--- config.mk ---
export PLATFORM = sky130hd
export DESIGN_NAME = uart_tx_scheduler
export DESIGN_NICKNAME = d
export VERILOG_FILES = /design/src/rtl/uart_sched_pkg.sv /design/src/rtl/rr_arbiter.sv /design/src/rtl/uart_tx_scheduler.sv
export SDC_FILE = /design/constraint.sdc
export NUM_CORES = 1
export LEC_CHECK = 0
export ABC_AREA = 1
export BUFFER_PORTS_ARGS = -buffer_cell sky130_fd_sc_hd__buf_2
export CORE_AREA = 2 2 94 87
export DETAILED_ROUTE_END_ITERATION = 16
export DIE_AREA = 0 0 96 89
export PLACE_DENSITY = 0.53
export SETUP_SLACK_MARGIN = 0.1
export SYNTH_ARGS = -nofsm -noshare
export SYNTH_HDL_FRONTEND = slang
export SYNTH_SLANG_ARGS = --single-unit
--- constraint.sdc ---
create_clock -name clk_in -period 2.9 [get_ports clk_in]
set_input_delay 0.145 -clock clk_in [delete_from_list [all_inputs] [get_ports clk_in]]
set_output_delay 0.145 -clock clk_in [all_outputs]
set_load 0.02 [all_outputs]
--- src/rtl/uart_sched_pkg.sv ---
// Shared types for the UART transmit scheduler.
// Holds the FSM/phase encodings and header-byte builder.
package uart_sched_pkg;

  typedef enum logic [1:0] {
    IDLE,
    ISSUE,
    LAUNCH,
    DRAIN
  } state_t;

  typedef enum logic [1:0] {
    HDR,
    PAY,
    CSUM
  } phase_t;

  function automatic logic [7:0] hdr_byte(
    input logic [3:0] tag,
    input logic [3:0] idx
  );
    return {tag, idx};
  endfunction

endpackage

--- src/rtl/rr_arbiter.sv ---
// Combinational round-robin arbiter.
// Search starts one past the last granted source.
module rr_arbiter #(
  parameter int NUM_SRC = 4
) (
  input  logic [NUM_SRC-1:0]         req,
  input  logic [$clog2(NUM_SRC)-1:0] last_ptr,
  output logic [NUM_SRC-1:0]         grant,
  output logic [$clog2(NUM_SRC)-1:0] grant_idx
);

  localparam int IW = $clog2(NUM_SRC);
  localparam logic [IW-1:0] TOP = IW'(NUM_SRC - 1);

  logic [IW-1:0] cand;
  logic          found;

  always_comb begin
    grant     = '0;
    grant_idx = '0;
    found     = 1'b0;
    cand      = (last_ptr == TOP) ? '0 : last_ptr + 1'b1;
    for (int i = 0; i < NUM_SRC; i++) begin
      if (!found && req[cand]) begin
        grant[cand] = 1'b1;
        grant_idx   = cand;
        found       = 1'b1;
      end
      cand = (cand == TOP) ? '0 : cand + 1'b1;
    end
  end

endmodule

--- src/rtl/uart_tx_scheduler.sv ---
// Packetises per-source byte streams onto one UART:
// header, payload, XOR checksum, with round-robin ownership.
module uart_tx_scheduler
  import uart_sched_pkg::*;
#(
  parameter int         NUM_SRC = 4,
  parameter int         MAX_LEN = 16,
  parameter logic [3:0] HDR_TAG = 4'hA
) (
  input  logic                 clk_in,
  input  logic                 rst_in,
  input  logic [NUM_SRC-1:0]   src_valid_in,
  input  logic [NUM_SRC*8-1:0] src_data_in,
  input  logic [NUM_SRC-1:0]   src_last_in,
  output logic [NUM_SRC-1:0]   src_ready_out,
  output logic [NUM_SRC-1:0]   grant_out,
  output logic [7:0]           tx_data_out,
  output logic                 tx_trigger_out,
  input  logic                 tx_busy_in,
  output logic                 busy_out,
  output logic                 pkt_done_out,
  output logic                 trunc_out
);

  localparam int IW = $clog2(NUM_SRC);
  localparam logic [7:0] LEN_MAX = 8'(MAX_LEN);

  state_t state, state_nxt;
  phase_t phase;

  logic [IW-1:0]      gidx, last_grant, arb_idx;
  logic [NUM_SRC-1:0] arb_grant;
  logic [7:0]         csum, count, pay_byte;
  logic               last_q, trunc_q;
  logic               g_valid, g_last, fire, drain_go;

  rr_arbiter #(
    .NUM_SRC(NUM_SRC)
  ) u_arb (
    .req      (src_valid_in),
    .last_ptr (last_grant),
    .grant    (arb_grant),
    .grant_idx(arb_idx)
  );

  always_comb begin
    pay_byte = '0;
    for (int i = 0; i < NUM_SRC; i++) begin
      if (grant_out[i]) pay_byte |= src_data_in[8*i +: 8];
    end
  end

  assign g_valid  = |(src_valid_in & grant_out);
  assign g_last   = |(src_last_in & grant_out);
  assign fire     = (state == ISSUE) && !tx_busy_in &&
                    (phase != PAY || g_valid);
  assign drain_go = (state == DRAIN) && !tx_busy_in;

  always_ff @(posedge clk_in) begin
    if (rst_in) state <= IDLE;
    else        state <= state_nxt;
  end

  always_comb begin
    state_nxt = state;
    unique case (state)
      IDLE:    if (|src_valid_in) state_nxt = ISSUE;
      ISSUE:   if (fire) state_nxt = LAUNCH;
      LAUNCH:  state_nxt = DRAIN;
      DRAIN:   if (!tx_busy_in)
                 state_nxt = (phase == CSUM) ? IDLE : ISSUE;
      default: state_nxt = IDLE;
    endcase
  end

  // Strobes are Mealy so the header can launch the cycle after IDLE.
  always_comb begin
    tx_trigger_out = fire && !rst_in;
    src_ready_out  = (phase == PAY && tx_trigger_out) ? grant_out : '0;
    pkt_done_out   = drain_go && (phase == CSUM) && !rst_in;
    trunc_out      = pkt_done_out && trunc_q;
    busy_out       = (state != IDLE);
    tx_data_out    = '0;
    unique case (phase)
      HDR:     tx_data_out = hdr_byte(HDR_TAG, 4'(gidx));
      PAY:     tx_data_out = pay_byte;
      CSUM:    tx_data_out = csum;
      default: tx_data_out = '0;
    endcase
  end

  always_ff @(posedge clk_in) begin
    if (rst_in) begin
      phase      <= HDR;
      grant_out  <= '0;
      gidx       <= '0;
      last_grant <= IW'(NUM_SRC - 1);
      csum       <= '0;
      count      <= '0;
      last_q     <= 1'b0;
      trunc_q    <= 1'b0;
    end else begin
      case (state)
        IDLE: if (|src_valid_in) begin
          grant_out <= arb_grant;
          gidx      <= arb_idx;
          phase     <= HDR;
        end
        ISSUE: if (fire && phase == PAY) begin
          csum   <= csum ^ pay_byte;
          count  <= count + 8'd1;
          last_q <= g_last;
        end
        DRAIN: if (!tx_busy_in) begin
          unique case (phase)
            HDR: phase <= PAY;
            // A last byte wins over the length cap.
            PAY: if (last_q) begin
              phase <= CSUM;
            end else if (count == LEN_MAX) begin
              phase   <= CSUM;
              trunc_q <= 1'b1;
            end
            CSUM: begin
              last_grant <= gidx;
              grant_out  <= '0;
              csum       <= '0;
              count      <= '0;
              last_q     <= 1'b0;
              trunc_q    <= 1'b0;
              phase      <= HDR;
            end
            default: phase <= HDR;
          endcase
        end
        default: ;
      endcase
    end
  end

endmodule
* After elaboration in Yosys (flattened, before gate mapping) *
Index checks and enable logic that the tools add are counted.

storage, ports and cells
  register bits = 30
  output and inout port bits = 20

cells by class
  add/sub/neg operators = 5
  $lt $le $gt $ge = 8
  equality and inequality tests = 19
  multiplexer cells = 65
  bitwise gates (word level) = 10
  reduce and logical (&&, ||, !) cells = 38

operators with widths
  kind                                                         number
  two-way mux 8 bit                                            8
  two-way mux 4 bit                                            8
  one-hot mux 8 bit (2 select lines)                           2
  two-way mux 2 bit                                            15
  OR 8 bit                                                     3
  one-hot mux 8 bit (3 select lines)                           1
  two-way mux 1 bit                                            17
  logical AND 1 bit                                            16
  equality test 2 bit (second input constant)                  7
  less-than comparator 2 x 3 -> 1 bit (second input constant)  4
  OR 4 bit                                                     3
  AND reduction 4 bit                                          3
  OR reduction 4 bit                                           3
  adder 2 x 1 -> 2 bit (second input constant)                 4
  adder 8 x 1 -> 8 bit (second input constant)                 1
  bitwise AND 4 bit                                            2
  binary-select mux 1 bit (select 2 bit)                       4
  demux 1 bit (select 2 bit)                                   4
  equality test 8 x 5 -> 1 bit (second input constant)         1
  >= comparator 2 x 1 -> 1 bit (second input constant)         4
  != test 2 x 1 -> 1 bit (second input constant)               4
  != test 2 bit (second input constant)                        4
  one-hot mux 2 bit (2 select lines)                           2
  one-hot mux 2 bit (4 select lines)                           1
  other kinds (13)                                             24

* Logic depth before layout (Yosys ltp) *
  depth after elaboration = 16
  gate-level depth with buffers = 13

* Modules after synthesis *
Synthesis repeated with hierarchy kept, for this count alone.

unflattened totals
  cells, all modules = 473
  area total of the unflattened synthesis = 2768.9 µm²

modules (own cells, without submodules)
  module             instances  cells each  area each (µm²)  seq. area each (µm²)
  uart_tx_scheduler  1          360         2133.3           600.6
  rr_arbiter         1          113         635.6            0.0

* Least setup slack after synthesis *
No wires, ideal clock.

  kind = reg2reg
  from = register last_grant[0]
  to = register gidx[1]
  arrival = 1763 ps
  slack = 1022 ps
  cell stages (with the launch flop) = 13
  period minus slack after synthesis = 1878 ps
  path through = dfxtp_1 inv_1 ha_1 inv_2 nand2_1 nand2_2 nand2_1 nand2_2 nor2_4 nand3_1 nand3_1 o21ai_0 inv_1

on the way
  cells in the longest elaborated chain, start to end = 14
  elaborated cells on any way between the ends = 33
  classes of those cells = add/sub: 4; eq/ne: 4; mux: 19; reduce/logical: 6

ends and longest elaborated chain
  element                                                             line                      text
  start: declaration                                                  uart_tx_scheduler.sv:31   logic [IW-1:0] gidx, last_grant, arb_idx;
  start signal: assignment                                            uart_tx_scheduler.sv:97   last_grant <= IW'(NUM_SRC - 1);
  start signal: assignment                                            uart_tx_scheduler.sv:125  last_grant <= gidx;
  adder 2 x 1 -> 2 bit / equality test 2 bit (equally long branches)  rr_arbiter.sv:22          cand = (last_ptr == TOP) ? '0 : last_ptr + 1'b1;
  two-way mux 2 bit (*)                                               rr_arbiter.sv:22
  branches (longest 11 deep; another with adder 2 x 1 -> 2 bit)       --
  two-way mux 2 bit (*)                                               rr_arbiter.sv:24          if (!found && req[cand]) begin
  end signal: assignment                                              uart_tx_scheduler.sv:106  gidx <= arb_idx;
  end: declaration                                                    uart_tx_scheduler.sv:31

Mark *: on every way between the ends. The select of a mux whose other input is x is not followed.
A chain may end at the register's enable or synchronous reset.

* Worst setup path in the final report *
  from = register state[0]
  to = output trunc_out

on the way
  cells in the longest elaborated chain, start to end = 5

ends and longest elaborated chain
  element                         line                     text
  start: declaration              uart_tx_scheduler.sv:28  state_t state, state_nxt;
  start signal: assignment        uart_tx_scheduler.sv:61  else state <= state_nxt;
  equality test 2 bit             uart_tx_scheduler.sv:57  assign drain_go = (state == DRAIN) && !tx_busy_in;
  logical AND 1 bit               uart_tx_scheduler.sv:57
  logical AND 1 bit (2 in a row)  uart_tx_scheduler.sv:80  pkt_done_out = drain_go && (phase == CSUM) && !rst_in;
  logical AND 1 bit               uart_tx_scheduler.sv:81  trunc_out = pkt_done_out && trunc_q;
  end: declaration                uart_tx_scheduler.sv:22  output logic trunc_out

No other way between the ends.

==> results.md <==
* Status: completed
* Final Wtd Congestion at 0.867
* Critical Path Source Type: flop
* Required time of the critical path at roughly 2.8 ns
* CTS resizes at 0
* Post-route cell area at 3100 sq um
* Width of the die at 96 microns
* TritonCTS buffer count at 5
* Post-synthesis register bit count at 30
* Core Area at 7470 sq um
* Clock Path Buffers at 2
* Pre-CTS setup slack at 0.724 ns
* Initial Utilization at 34.8%
* Crit Path Class: reg -> out
* Pwr dens at 627 nW/um^2
* Switching power total at 0.940 mW
* Clk slew on worst S/H paths at 0.07 ns
* Max Clock Skew at between 0.003 and 0.004 ns
* Critical path arrival at 2.12 ns
* Total Neg Setup Slack at 0 ns
* DRT iter0 DRCs at 111
* Fill cells at 797
* CTS Hold Bufs at 0
* Synth-to-layout area growth at 18.9%
* Post-Syn Area per Cell at 6.44 sq um
* Overall routing resource usage at 17.7%
* Port bufs at 62
* I/O Pins at 63
* Rows at 30
* Max-cap violations at 0
* Clock Power Share at 18.7%
* Share of post-route cells with drive strength above 1 at 27.1%
* Overflow after GRT at 0
* Vias at 2,739
* Clk_lat worst skew at 0.28 ns
* Slew HR at 62.3%
* CTS tree: yes
* Placed instance area at 3000 sq um
* RSZ-0062 raised after global routing: false
* Antenna cells at 0
* CTS Sinks at 30
* Seq/Total Area, Yosys at 23.1%
* Int Pwr at about 1 mW
* Upper clock frequency limit at roughly 440 MHz
* Final ANT Viol Nets at 0
* Via-to-Cell Ratio at just under 5
* Vias in the first global route at 2,549
* Synth Warn # at 0
* Most frequent cells in the layout: nand2_1 (118), buf_2 (62), nand3_1 (35)
* HP Class: in -> reg
* Worst setup slack after layout at approximately 0.64 ns
* Final period utilization at between 70 and 80%
* Design Power at 1.94 mW
* Die Footprint at 8540 sq um
* Initial antenna violation count at 0
* Count of final setup violators at 0
* Worst VDD drop at 272 uV
* DR WL/cell at 13.0 microns
* DRC Markers at 0
* Leak Pwr at 1.38 nW
* Hold Violations, Final at 0
* Final #Nets at 523
* Worst Tran Pin Value at 0.564 ns
* Post-synth top area cell: dfxtp_1
* Most common cell after layout, fill and taps aside: nand2_1
* Sequential share of power at 27.5%
* Largest cells by area after synthesis: dfxtp_1 (23%), nand2_1 (17%), nand3_1 (6.7%)
* Largest net degree at the start of global routing at 21
* Post-CTS Setup Inserts at 0
* Cell Area, Synth at approximately 2600 sq um
* CTS H-tree depth at 2
* Synthesized net count at 460
* Post-Synthesis Cells at 404
* Die height at about 90 microns
* First-pass GRT wire length at ~12 mm
* Routed WL at ~7.3 mm
* Dpl hpwl at 5.49 mm
* Post-layout minimum cycle time at around 2.3 ns
* Crit end category: output port
* DRT Pass-1 Iters at 4
* Worst Path Max Fanout at 15
* Switch share at 48.5%
* Synth cell types at 33
* Synth top area share at 23.1%
* Part of the power in combinational logic at 53.8%
* Final Max Slew Viols at 0
* CTS root buf: clkbuf_8
==> metal layers <==
layer / vias up / routed length (microns) / global-route usage, % / part of all wire [%]
li1: 1448 / - / - / -
met2: 67 / 3290 / 29.7 / 45
met1: 1222 / 3640 / 24.4 / 50
met3: 2 / 369 / 3.04 / 5.0
met4: 0 / 25 / 2.86 / 0.34
met5: - / 0 / 0 / 0
==> power by group through the flow <==
stage | Combinational [mW] | Clock [mW] | Sequential [mW]
3_3_place_gp | 1.05 | 0 | 0.541
5_1_grt | 1.18 | 0.388 | 0.543
3_5_place_dp | 1.05 | 0 | 0.543
4_1_cts | 1.06 | 0.373 | 0.534
2_1_floorplan | 0.757 | 0 | 0.545
6_report | 1.04 | 0.362 | 0.533
==> worst paths after layout <==
kind / from / slack [ns] / to / cells after the start
worst max register to register: last_grant[0] / 0.68 / gidx[0] / 12
worst max-delay path: state[0] / 0.64 / trunc_out / 7
worst min-delay path: rst_in / 0.22 / count[1] / 2
worst min register to register: trunc_q / 0.47 / trunc_q / 2
==> cell usage after synthesis, drive strengths merged <==
cell type and n:
nand2 140, inv 38, nand3 38, a21oi 37, nor2 37, dfxtp 30
nand4 16, o21ai 16, ha 13, xnor2 9, clkbuf 8, buf 5
xor2 4, o211ai 3, a31oi 2, nor3 2, nor4 2, a41oi 1
nand3b 1, nor3b 1, o22ai 1
==> kinds of logic after synthesis <==
logic type | count (synthesis) | synth area share, %
compound gates | 60 | 15.7
xor+xnor | 13 | 4.38
fa+ha+maj | 13 | 6.25
buf+inv | 51 | 8.75
flops | 30 | 23.1
simple gates | 237 | 41.9
==> flip-flops by register name, summed over array words and instances (netlist names) <==
signal      cells
phase           2
trunc_q         1
gidx            2
last_grant      2
state           2
count           8
last_q          1
grant_out       4
csum            8
==> layout make-up <==
cell class	count	area [sq um]	area share, %
Clock buffer	6	82.6	2.67
Clock inverter	2	12.5	0.404
Inverter	38	143	4.61
Multi-Input combinational cell	323	1770	57.3
Sequential cell	30	601	19.4
Tap cell	96	120	3.88
Timing Repair Buffer	69	363	11.7
==> per-stage QoR <==
| stage | instances | util [%] | hold slack (ns) |
|---|---|---|---|
| floorplan | 404 | - | 0.333 |
| global placement | 556 | 40.2 | 0.447 |
| detailed placement | 556 | 40.2 | 0.455 |
| CTS | 564 | 41.4 | 0.215 |
| global route | 564 | 41.4 | 0.238 |
| finish | 564 | 41.4 | 0.215 |
==> worst max-delay path, stage by stage, from the launching register on <==
cell and delay (ns):
dfxtp_1 0.39, ha_1 0.17, buf_4 0.22, inv_1 0.28, nor2_1 0.22, nand2_1 0.16
nor3_1 0.19, buf_2 0.20
Power figures use the tool's default switching activity.
